$ cat src/rtl/fsm_timeout_example_pkg.sv
// Shared helpers for the parametrised ring FSM examples.
// Width calculation, ring-wrap arithmetic and a/b request codes.
package fsm_example_pkg;

    localparam logic [1:0] HOLD = 2'b00;
    localparam logic [1:0] NEXT = 2'b01;
    localparam logic [1:0] PREV = 2'b10;
    localparam logic [1:0] LAST = 2'b11;

    // Never narrower than one bit, so a 1-valued range still has a vector.
    function automatic int st_w(input int n);
        int w;
        w = $clog2(n);
        return (w < 1) ? 1 : w;
    endfunction

    function automatic int ring_next(input int s, input int n);
        return (s >= n - 1) ? 0 : s + 1;
    endfunction

    function automatic int ring_prev(input int s, input int n);
        return (s <= 0) ? n - 1 : s - 1;
    endfunction

endpackage

$ cat src/rtl/fsm_timeout_example_if.sv
// Control/status bundle of the ring FSM.
// The master side drives en/a/b; the slave side returns state and pulses.
interface fsm_timeout_example_if #(
    parameter int STATE_CNT  = 3,
    parameter int DOUT_WIDTH = 3
) ();
    import fsm_example_pkg::*;

    localparam int SW = st_w(STATE_CNT);

    logic                  en;
    logic                  a;
    logic                  b;
    logic [DOUT_WIDTH-1:0] dout;
    logic [SW-1:0]         st_o;
    logic                  changed;
    logic                  timeout;

    modport master (
        output en, a, b,
        input  dout, st_o, changed, timeout
    );

    modport slave (
        input  en, a, b,
        output dout, st_o, changed, timeout
    );

endinterface

$ cat src/rtl/fsm_timeout_example_dwell_timer.sv
// Dwell counter of the ring FSM.
// tc flags the last hold cycle before a forced return to state 0.
module fsm_dwell_timer
    import fsm_example_pkg::*;
#(
    parameter int TIMEOUT = 15
) (
    input  logic clk,
    input  logic rst,
    input  logic en,
    input  logic clr,
    input  logic inc,
    output logic tc
);

    localparam int CW = st_w(TIMEOUT);

    logic [CW-1:0] cnt;

    always_ff @(posedge clk or posedge rst) begin
        if (rst) begin
            cnt <= '0;
        end else if (en) begin
            if (clr) begin
                cnt <= '0;
            end else if (inc) begin
                cnt <= cnt + 1'b1;
            end
        end
    end

    assign tc = (cnt == CW'(TIMEOUT - 1));

endmodule

$ cat src/rtl/fsm_timeout_example.sv
// Parametrised ring FSM driven by a/b, with a dwell timeout to state 0.
// Holds state register, next-state decode and the change/timeout pulses.
module fsm_timeout_example
    import fsm_example_pkg::*;
#(
    parameter int STATE_CNT  = 3,
    parameter int DOUT_WIDTH = 3,
    parameter int TIMEOUT    = 15
) (
    input logic                 clk,
    input logic                 rst,
    fsm_timeout_example_if.slave bus
);

    localparam int SW = st_w(STATE_CNT);

    if (STATE_CNT < 3) begin : g_bad_cnt
        $error("STATE_CNT must be at least 3");
    end
    if (STATE_CNT >= (1 << DOUT_WIDTH)) begin : g_bad_dout
        $error("DOUT_WIDTH too narrow to hold STATE_CNT");
    end
    if (TIMEOUT < 2) begin : g_bad_to
        $error("TIMEOUT must be at least 2");
    end

    logic [SW-1:0] st;
    logic [SW-1:0] st_req;
    logic [SW-1:0] st_nx;
    logic [1:0]    req;
    logic          legal;
    logic          idle;
    logic          tc;
    logic          to_fire;
    logic          moved;
    logic          changed_q;
    logic          timeout_q;

    assign req   = {bus.a, bus.b};
    assign legal = (int'(st) < STATE_CNT);
    assign idle  = (st == '0);

    always_comb begin
        st_req = st;
        unique case (1'b1)
            (req == NEXT): st_req = SW'(ring_next(int'(st), STATE_CNT));
            (req == PREV): st_req = SW'(ring_prev(int'(st), STATE_CNT));
            (req == LAST): st_req = SW'(STATE_CNT - 1);
            default:       st_req = st;
        endcase
    end

    // A real request always wins over the dwell timer.
    assign to_fire = legal && !idle && (req == HOLD) && tc;

    always_comb begin
        st_nx = st_req;
        if (!legal || to_fire) begin
            st_nx = '0;
        end
    end

    assign moved = (st_nx != st);

    fsm_dwell_timer #(
        .TIMEOUT (TIMEOUT)
    ) u_timer (
        .clk (clk),
        .rst (rst),
        .en  (bus.en),
        .clr (moved || idle),
        .inc (!moved && !idle),
        .tc  (tc)
    );

    always_ff @(posedge clk or posedge rst) begin
        if (rst) begin
            st        <= '0;
            changed_q <= 1'b0;
            timeout_q <= 1'b0;
        end else if (bus.en) begin
            st        <= st_nx;
            changed_q <= moved;
            timeout_q <= to_fire;
        end else begin
            changed_q <= 1'b0;
            timeout_q <= 1'b0;
        end
    end

    assign bus.st_o    = st;
    assign bus.dout    = DOUT_WIDTH'(st) + DOUT_WIDTH'(1);
    assign bus.changed = changed_q;
    assign bus.timeout = timeout_q;

endmodule

$ cat src/flat_wrapper.sv
// flat-port wrapper written by rule: the top's interface ports become plain ports
module fsm_timeout_example_flat import fsm_example_pkg::*;
#(
    parameter int STATE_CNT  = 3,
    parameter int DOUT_WIDTH = 3,
    parameter int TIMEOUT    = 15
)
  (clk, rst, bus_en, bus_a, bus_b, bus_dout, bus_st_o, bus_changed, bus_timeout);
  fsm_timeout_example_if #(.STATE_CNT(STATE_CNT), .DOUT_WIDTH(DOUT_WIDTH)) bus_i ();
  input logic clk;
  input logic rst;
  input wire logic [$bits(bus_i.en)-1:0] bus_en;
  input wire logic [$bits(bus_i.a)-1:0] bus_a;
  input wire logic [$bits(bus_i.b)-1:0] bus_b;
  output wire logic [$bits(bus_i.dout)-1:0] bus_dout;
  output wire logic [$bits(bus_i.st_o)-1:0] bus_st_o;
  output wire logic [$bits(bus_i.changed)-1:0] bus_changed;
  output wire logic [$bits(bus_i.timeout)-1:0] bus_timeout;
  assign bus_i.en = bus_en;
  assign bus_i.a = bus_a;
  assign bus_i.b = bus_b;
  assign bus_dout = bus_i.dout;
  assign bus_st_o = bus_i.st_o;
  assign bus_changed = bus_i.changed;
  assign bus_timeout = bus_i.timeout;
  fsm_timeout_example #(.STATE_CNT(STATE_CNT), .DOUT_WIDTH(DOUT_WIDTH), .TIMEOUT(TIMEOUT)) u_core (.clk(clk), .rst(rst), .bus(bus_i));
endmodule
$ cat config.mk
export PLATFORM = sky130hd
export DESIGN_NAME = fsm_timeout_example_flat
export DESIGN_NICKNAME = d
export VERILOG_FILES = /design/src/rtl/fsm_timeout_example_pkg.sv /design/src/rtl/fsm_timeout_example_if.sv /design/src/rtl/fsm_timeout_example_dwell_timer.sv /design/src/rtl/fsm_timeout_example.sv /design/src/flat_wrapper.sv
export SDC_FILE = /design/constraint.sdc
export NUM_CORES = 1
export LEC_CHECK = 0
export ABC_AREA = 0
export BUFFER_PORTS_ARGS = -buffer_cell sky130_fd_sc_hd__buf_2
export CAP_MARGIN = 20
export CORE_AREA = 2 2 41 43
export DETAILED_ROUTE_END_ITERATION = 12
export DIE_AREA = 0 0 43 45
export MAX_ROUTING_LAYER = met4
export PLACE_DENSITY = 0.67
export SLEW_MARGIN = 20
export SYNTH_ARGS = -nofsm -noshare
export SYNTH_HDL_FRONTEND = slang
export SYNTH_SLANG_ARGS = --single-unit
$ cat constraint.sdc
create_clock -name clk -period 2.04 [get_ports clk]
set_input_delay 0.102 -clock clk [delete_from_list [all_inputs] [get_ports clk]]
set_output_delay 0.102 -clock clk [all_outputs]
set_load 0.05 [all_outputs]
==> impl_metrics.yaml, run 1 <==
global_route:
  grt_overflow: 0
  grt_pass1_wl_um: 1970
  grt_start_max_net_pins: 10
  grt_usage_pct: 14.2
  antenna_found_initial: 0
  first_global_vias: 449
detailed_routing:
  drc: 0
  via_count: 510
  wl_met1_um: 574
  drtIter0Drc: 10
  top_layer: "met4"
  ant_nets: 0
  via_per_inst: 5.54
  firstDrtPassIters: 4
  wl_met2_um: 574
  wl_per_cell_um: 13.2
  drt_wl_total_um: 1210
  dr_wl_met3_um: 53
power_and_ir_drop:
  ir_drop_v: 0.000405
  clockPowerShare_pct: 13.1
  p_switching_uw: 421
  internal_power_uw: 462
  sw_frac_of_total_pct: 47.7
  leakagePower_nw: 0.402
  combPwrFrac_pct: 61.2
  p_seq_share_pct: 25.7
  cellPowerDensity_nw_per_um2: 1100
finish:
  antennaDiodeCount: 0
  syn_to_final_growth_pct: 24.5
  nNetsFinal: 90
  drive_above_1_share_pct: 39.5
  n_fill_cell: 133
  stdcell_count: 92
timing:
  period_minus_slack_ns: 1.99
  finalCritPeriodShare_pct: 97.7
  finalSetupViolCount: 0
  tightest_slew_ns: 0.394
  rsz0062_at_grt: "yes"
  final_max_slew_viol_count: 0
  finClkSkew_ns: 0.00193
  clock.fmax_mhz: 501
  hold_viol: 0
  layout_setup_ws_ns: 0.0459
  relSlewSlack_pct: 73.7
critical_path:
  cp_slowest_stage_delay_ns: 0.46
  path_buf_inv: 1
  crit_path_cell_trace: "inv_8 -> ha_4 -> nand2b_4 -> a221o_1 -> a2111oi_4 -> a311oi_4 -> o41ai_2"
  worstSetupPathType: "flop to flop"
  crit_path_top_delay_cell: "dfrtp_4"
  critPathLaunchType: "flop"
  path_delay_family: "compound AO/OA/AOI/OAI gates"
  rrSetupSlack_ns: 0.05
  path_max_fanout: 5
  worstSetupEndpointType: "flop"
  crit_arrival_ns: 2.14
  cp_data_required_time_ns: 2.19
synth:
  async_flop_share_pct: 100
  ys_ff_latch: 8
  synth_ff_type: "dfrtp_1"
  yosysSeqAreaShare_pct: 31.1
  synth.avg_cell_area_um2: 10.7
  synthesis.instances: 60
  syn_nets: 72
  synthTopCellsByArea: "dfrtp_1 (31%), ha_1 (14%), mux2i_1 (6.2%)"
  synthesis.area_um2: 644
  synth_most_common_cell: "dfrtp_1"
  ys_warn_count: 0
  yosys.area.top_type: "dfrtp_1"
  synth_edf_count: 0
  netlist_top_cells_count: "dfrtp_1 (8), ha_1 (7), mux2i_1 (4), o21ai_0 (4), inv_1 (3)"
  synth_top_area_share_pct: 31.1
  synth_cell_types: 32
place:
  dp_slack_ns: 0.0300
  dp_hpwl_um: 957
  routabilityCongestion: 0.825
  io_buffers: 11
  placed_cells: 87
floorplan:
  std_cell_rows: 14
  start_util_pct: 43.8
  dieHeight_um: 45
  io_pins: 12
  fp.coreArea_um2: 1470
  die-area_um2: 1940
  die_x_um: 43
clock_tree:
  clock_sinks: 8
  clk_pin_slew_ns: 0.05
  cts_buffer_depth: 2
  root_buffer: "clkbuf_4"
  tritoncts: "done"
  clk-insertion-delay-late_ns: 0.25
  h-tree-depth: 1
  numCtsBuffers: 3
outcome:
  run_status: "complete, no violations"
run:
  maxCapViolations: 0
min_path:
  hold_path.class: "input port to flop"
## stage by stage
step / cell area [um^2] / setup TNS (ns) / hold slack (ns) / util [%] / power [mW]
2_1_floorplan: 674 / -0.569 / -0.0824 / - / 0.638
3_3_place_gp: 746 / 0 / 0.0593 / 50.7 / 0.726
3_5_place_dp: 746 / 0 / 0.0563 / 50.7 / 0.735
4_1_cts: 778 / 0 / 0.122 / 52.9 / 0.854
5_1_grt: 802 / -0.0944 / 0.133 / 54.5 / 0.940
6_report: 802 / 0 / 0.145 / 54.5 / 0.883
## power by group through the flow
stage	logic (mW)	clock network, mW	registers [mW]
floorplan	0.343	0	0.295
global placement	0.499	0	0.227
detailed placement	0.504	0	0.230
CTS	0.507	0.120	0.228
global route	0.577	0.131	0.232
finish	0.540	0.116	0.227
## what timing repair did
item	4_1_cts	5_1_grt
gates resized for setup	0	2
hold buffers	1	0
buffers inserted	0	1
hold endpoints to repair	8	0
setup endpoints to repair	0	5
## kinds of logic (layout without fill, tap and decap cells)
logic type	after synthesis	count (layout)	synth area share, %
AOI/OAI and AO/OA	17	17	23.7
muxes	4	4	6.21
and+or+nand+nor	17	17	19.6
adders and majority gates	7	7	13.6
buffers and inverters	7	23	5.83
DFF	8	8	31.1
## final timing paths
kind                            cells past startpoint                                end                              start
worst max register to register                      7  u_core.u_timer.cnt[1]$_DFFE_PP0P_     u_core.bus.st_o[0]$_DFFE_PP0P_
max in group asynchronous                           3     u_core.bus.st_o[0]$_DFFE_PP0P_                                rst
worst min-delay path                                2  u_core.u_timer.cnt[2]$_DFFE_PP0P_                             bus_en
worst max-delay path                                7  u_core.u_timer.cnt[1]$_DFFE_PP0P_     u_core.bus.st_o[0]$_DFFE_PP0P_
min in group asynchronous                           3  u_core.u_timer.cnt[1]$_DFFE_PP0P_                                rst
worst min register to register                      2  u_core.u_timer.cnt[1]$_DFFE_PP0P_  u_core.u_timer.cnt[1]$_DFFE_PP0P_
## worst reg2reg max path: cells and delay by family, from the launching register on
family                   cells  cell delay [ns]
AND/OR/NAND/NOR              1             0.06
adder cells (fa/ha/maj)      1             0.28
AO/OA/AOI/OAI                4             1.06
buffers and inverters        1             0.04
flip-flops                   1             0.46
## sequential cells by signal, summed over array words and instances (netlist names)
| name | cells |
|---|---|
| u_core.bus.changed | 1 |
| u_core.u_timer.cnt | 4 |
| u_core.bus.st_o | 2 |
| u_core.bus.timeout | 1 |
## placed cells by master, fill, tap and decap left out, types with 2 or more instances in the layout
cell and count:
a21oi_1 2, buf_2 11, buf_4 3, clkbuf_4 3, dfrtp_1 6, ha_1 6
inv_1 2, mux2i_1 4, nand2_1 2, nor3_1 2, nor3b_1 2, o21ai_0 4
or3_1 2
## area by class of cell
cell class	instances	area (um^2)	area share, %
Multi-Input combinational cell	45	438	54.6
Sequential cell	8	205	25.6
Timing Repair Buffer	15	87.6	10.9
Inverter	5	28.8	3.59
Clock buffer	3	22.5	2.81
Tap cell	16	20.0	2.50
## per-layer routing
metal | GRT usage [%] | vias up
li1 | - | 256
met1 | 17.6 | 244
met2 | 22.4 | 8
met3 | 6.00 | 2
met4 | 1.82 | 0
met5 | - | -
Power figures use the tool's default switching activity.
==> run 2, diff against run 1 <==
- CELL_PAD_IN_SITES_DETAIL_PLACEMENT: unset -> 0
- CELL_PAD_IN_SITES_GLOBAL_PLACEMENT: unset -> 1
- CORE_AREA: 2 2 41 43 -> 2 2 45 47
- DIE_AREA: 0 0 43 45 -> 0 0 47 49
- PLACE_DENSITY: 0.67 -> unset
- PLACE_DENSITY_LB_ADDON: unset -> 0.1
==> run 2 against run 1 <==
The flow now finishes with violations (setup timing). Clock power grew 9%. Critical endpoint unchanged. Combinational power shrank 0.7%. Sequential cell count is the same. Sequential power is essentially flat. Count of clock-buffer cells in the layout is the same. Utilization shrank 10 points. Critical path type unchanged. Setup slack lost 0.050 ns. Sequential share of layout area shrank 0.28 points. Via count grew 2.4%. Non-clock buffer count is the same.
==> impl_metrics.yaml, run 2 (synthesis results as in run 1) <==
finish:
  final_cell_mix: "buf_2 (11), ha_1 (6), dfrtp_1 (6)"
  top_register: "u_core.u_timer.cnt"
  final_common_cell: "buf_2"
  syn_to_final_growth_pct: 25.8
  largest_reg_flops: 4
  n_fill_cell: 193
  nNetsFinal: 90
  drive_above_1_share_pct: 39.5
  stdcell_count: 103
  antennaDiodeCount: 0
timing:
  hold_viol: 0
  rsz0062_at_grt: "yes"
  final_max_slew_viol_count: 0
  tightest_slew_ns: 0.414
  relSlewSlack_pct: 72.3
  clock.fmax_mhz: 489
  whs_ns: 0.123
  layout_setup_ws_ns: -0.00446
  period_minus_slack_ns: 2.04
  finalSetupViolCount: 1
  finalCritPeriodShare_pct: 100
  finClkSkew_ns: 0.00702
critical_path:
  r2r_end: "u_core.u_timer.cnt[1]$_DFFE_PP0P_"
  rrSetupSlack_ns: -0.004
  cp_data_required_time_ns: 2.19
  crit_path_top_delay_cell: "dfrtp_4"
  critPathLaunchType: "flop"
  path_delay_family: "compound AO/OA/AOI/OAI gates"
  cp_slowest_stage_delay_ns: 0.46
  path_buf_inv: 1
  worst-r2r-cell-count: 7
  worstSetupEndpointType: "flop"
  worstSetupPathType: "flop to flop"
  crit_arrival_ns: 2.19
  r2r-start: "u_core.bus.st_o[0]$_DFFE_PP0P_"
  crit_path_cell_trace: "inv_8 -> ha_4 -> nand2b_4 -> a221o_1 -> a2111oi_4 -> a311oi_4 -> o41ai_2"
  path_max_fanout: 5
clock_tree:
  numCtsBuffers: 3
  cts_buffer_depth: 2
  tritoncts: "done"
  clk-insertion-delay-late_ns: 0.26
  root_buffer: "clkbuf_4"
  clk_pin_slew_ns: 0.05
  h-tree-depth: 1
  clock_sinks: 8
power_and_ir_drop:
  cellPowerDensity_nw_per_um2: 1090
  leakagePower_nw: 0.400
  total_power_uw: 887
  ir_drop_v: 0.000510
detailed_routing:
  wl_per_cell_um: 13.1
  drc: 0
  drtIter0Drc: 14
  ant_nets: 0
  via_count: 522
  drt_wl_total_um: 1350
  firstDrtPassIters: 4
  via_per_inst: 5.07
min_path:
  hold_path.class: "input port to flop"
  min_from: "bus_en"
  hold_end: "u_core.u_timer.cnt[2]$_DFFE_PP0P_"
  hold_depth: 2
global_route:
  antenna_found_initial: 0
  grt_overflow: 0
  grt_pass1_wl_um: 2350
  grt_start_max_net_pins: 10
  grt_usage_pct: 14.5
  first_global_vias: 472
place:
  dp_hpwl_um: 1020
  routabilityCongestion: 0.813
  placed_cells: 98
  io_buffers: 11
floorplan:
  die-area_um2: 2300
  die_x_um: 47
  fp.coreArea_um2: 1840
  start_util_pct: 35.0
  dieHeight_um: 49
  std_cell_rows: 16
  io_pins: 12
run:
  maxCapViolations: 0
outcome:
  violations: "setup timing"
  run_status: "finished with violations"
==> run 2: cell counts in the layout (fill, tap and decap cells not counted) <==
No cell type changed its count.
==> run 2: cell type report <==
class | instances | area [um^2] | area share, %
multi-input combinational | 45 | 433 | 53.4
clock buffer | 3 | 22.5 | 2.78
tap | 27 | 33.8 | 4.17
timing repair buffer | 15 | 87.6 | 10.8
sequential | 8 | 205 | 25.3
inverter | 5 | 28.8 | 3.55
==> run 2: metrics by stage <==
stage,worst slack (ns),utilization [%],setup TNS [ns],instance area (um^2)
floorplan,-0.161,-,-0.569,674
global placement,0.0363,41.2,0,759
detailed placement,0.000132,41.2,0,759
CTS,-0.00976,43.0,-0.00976,792
global route,-0.0937,44.0,-0.109,811
finish,-0.00446,44.0,-0.00446,811
==> run 2: repair_timing <==
item                                   4_1_cts  5_1_grt
resized for setup                            0        1
hold buffers                                 1        0
pin swaps                                    0        3
buffers inserted                             0        1
endpoints found under the hold margin        8        0
setup endpoints to repair                    1        5
==> run 2: per-layer routing <==
metal	up-vias	global-route usage (%)	share of wire, %
met3	4	4.44	4.4
met4	0	5.56	1.4
met1	251	21.8	49
li1	255	-	-
met2	12	17.8	45
met5	-	-	0
==> run 2: power breakdown <==
group          internal, mW  total [mW]  switching (mW)  leakage, nW
Clock                0.0677       0.127          0.0589       0.0138
Combinational         0.196       0.536           0.340        0.281
Sequential            0.192       0.224          0.0318        0.104
==> run 2: worst reg2reg max path: stages (launching register included) <==
cell and delay, ns:
dfrtp_4 0.46, inv_8 0.04, ha_4 0.28, nand2b_4 0.06, a221o_1 0.34, a2111oi_4 0.41
a311oi_4 0.11, o41ai_2 0.23
==> run 2: how the worst max path moves through the flow <==
stage | start | endpoint | slack, ns | depth (start not counted)
floorplan | u_core.bus.st_o[0]$_DFFE_PP0P_ | u_core.u_timer.cnt[1]$_DFFE_PP0P_ | -0.16 | 7
global placement | u_core.bus.st_o[0]$_DFFE_PP0P_ | u_core.u_timer.cnt[1]$_DFFE_PP0P_ | 0.04 | 7
detailed placement | u_core.bus.st_o[0]$_DFFE_PP0P_ | u_core.u_timer.cnt[1]$_DFFE_PP0P_ | 0.0001 | 7
CTS | u_core.bus.st_o[0]$_DFFE_PP0P_ | u_core.u_timer.cnt[1]$_DFFE_PP0P_ | -0.01 | 7
global route | u_core.bus.st_o[0]$_DFFE_PP0P_ | u_core.u_timer.cnt[1]$_DFFE_PP0P_ | -0.09 | 7
finish | u_core.bus.st_o[0]$_DFFE_PP0P_ | u_core.u_timer.cnt[1]$_DFFE_PP0P_ | -0.004 | 7
==> run 3, diff against run 2 <==
- PLACE_DENSITY: unset -> 0.71
- PLACE_DENSITY_LB_ADDON: 0.1 -> unset
==> run 3 against run 2 <==
The run now ends clean. Largest power group unchanged. Highest routed layer unchanged. Combinational power shrank 6.7%. Critical path type unchanged. Worst hold slack gained 0.0073 ns. Critical endpoint unchanged. Clock power grew 10%. Die area is the same. Critical path depth is the same.
==> impl_metrics.yaml, run 3 (synthesis results as in run 1) <==
outcome:
  run_status: "complete, no violations"
timing:
  relSlewSlack_pct: 71.8
  period_minus_slack_ns: 1.99
  rsz0062_at_grt: "yes"
  finalSetupViolCount: 0
  finClkSkew_ns: 0.00698
  layout_setup_ws_ns: 0.0541
  finalCritPeriodShare_pct: 97.3
  final_max_slew_viol_count: 0
  hold_viol: 0
  clock.fmax_mhz: 504
  tightest_slew_ns: 0.423
clock_tree:
  clock_sinks: 8
  clk-insertion-delay-late_ns: 0.26
  root_buffer: "clkbuf_4"
  cts_buffer_depth: 2
  postCtsSetupRepairBufs: 0
  h-tree-depth: 1
  tritoncts: "done"
  numCtsBuffers: 3
  clk_pin_slew_ns: 0.07
global_route:
  antenna_found_initial: 0
  first_global_vias: 498
  grt_start_max_net_pins: 10
  grt_usage_pct: 12.8
  grt_pass1_wl_um: 2130
  grt_overflow: 0
finish:
  final_cell_mix: "buf_2 (11), ha_1 (6), dfrtp_1 (6)"
  top_register: "u_core.u_timer.cnt"
  final_common_cell: "buf_2"
  syn_to_final_growth_pct: 23.5
  drive_above_1_share_pct: 38.2
  antennaDiodeCount: 0
  largest_reg_flops: 4
  nNetsFinal: 89
floorplan:
  io_pins: 12
  dieHeight_um: 49
  start_util_pct: 35.0
  std_cell_rows: 16
  fp.coreArea_um2: 1840
  die-area_um2: 2300
  die_x_um: 47
place:
  dp_hpwl_um: 958
  routabilityCongestion: 0.782
  io_buffers: 11
  dp_slack_ns: 0.0652
critical_path:
  cp_slowest_stage_delay_ns: 0.52
  crit_path_cell_trace: "inv_8 -> ha_4 -> nor2b_2 -> a211o_1 -> a2111oi_4 -> a311oi_2 -> o41ai_2"
  path_buf_inv: 1
  worstSetupPathType: "flop to flop"
  cp_data_required_time_ns: 2.20
  path_delay_family: "compound AO/OA/AOI/OAI gates"
  worstSetupEndpointType: "flop"
  path_max_fanout: 5
  crit_path_top_delay_cell: "dfrtp_4"
  crit_arrival_ns: 2.14
  critPathLaunchType: "flop"
detailed_routing:
  ant_nets: 0
  drt_wl_total_um: 1280
  drtIter0Drc: 9
  via_per_inst: 4.89
  drc: 0
  via_count: 504
  firstDrtPassIters: 4
  wl_per_cell_um: 12.4
min_path:
  hold_path.class: "input port to flop"
power_and_ir_drop:
  total_power_uw: 865
  leakagePower_nw: 0.393
  cellPowerDensity_nw_per_um2: 1090
  ir_drop_v: 0.000435
run:
  maxCapViolations: 0
[run 3: cell types whose count changed in the layout (fill, tap and decap cells not counted), sizes merged]
cell and change:
clkbuf +1, buf -1
[run 3: area by class of cell]
cell class	instances	area, um^2
Clock buffer	4	26.3
Sequential cell	8	205
Tap cell	27	33.8
Inverter	5	28.8
Multi-Input combinational cell	45	422
Fill cell	189	1050
Timing Repair Buffer	14	80.1
[run 3: per-layer routing]
metal,global-route usage [%],part of all wire [%]
met1,15.4,48
met2,21.0,49
met3,3.33,2.0
met4,2.78,1.0
met5,-,0
[run 3: worst paths after layout]
kind	startpoint	end	slack [ns]	cells after the start
hold / removal	bus_en	u_core.u_timer.cnt[2]$_DFFE_PP0P_	0.13	2
setup reg to reg	u_core.bus.st_o[0]$_DFFE_PP0P_	u_core.u_timer.cnt[1]$_DFFE_PP0P_	0.05	7
min in group asynchronous	rst	u_core.bus.timeout$_DFF_PP0_	0.34	3
hold reg to reg	u_core.u_timer.cnt[1]$_DFFE_PP0P_	u_core.u_timer.cnt[1]$_DFFE_PP0P_	0.56	2
setup / recovery	u_core.bus.st_o[0]$_DFFE_PP0P_	u_core.u_timer.cnt[1]$_DFFE_PP0P_	0.05	7
max in group asynchronous	rst	u_core.bus.st_o[0]$_DFFE_PP0P_	1.43	3
[run 3: metrics by stage]
step / area [um^2] / util (%) / TNS (ns) / hold WS [ns] / std cells
2_1_floorplan: 674 / - / -0.569 / -0.0824 / 60
3_3_place_gp: 759 / 41.2 / 0 / 0.0789 / 98
3_5_place_dp: 759 / 41.2 / 0 / 0.0804 / 98
4_1_cts: 796 / 43.2 / 0 / 0.138 / 103
5_1_grt: 796 / 43.2 / -0.0686 / 0.135 / 103
6_report: 796 / 43.2 / 0 / 0.131 / 103
[run 3: power by group]
part           switching, mW  internal [mW]  total [mW]
clock                 0.0649         0.0754       0.140
sequential            0.0329          0.192       0.225
combinational          0.324          0.176       0.500
[run 3: repair_timing]
| item | 4_1_cts | 5_1_grt |
|---|---|---|
| setup endpoints to repair | 0 | 5 |
| resized for setup | 0 | 0 |
| endpoints found under the hold margin | 8 | 0 |
| hold buffers | 1 | 0 |
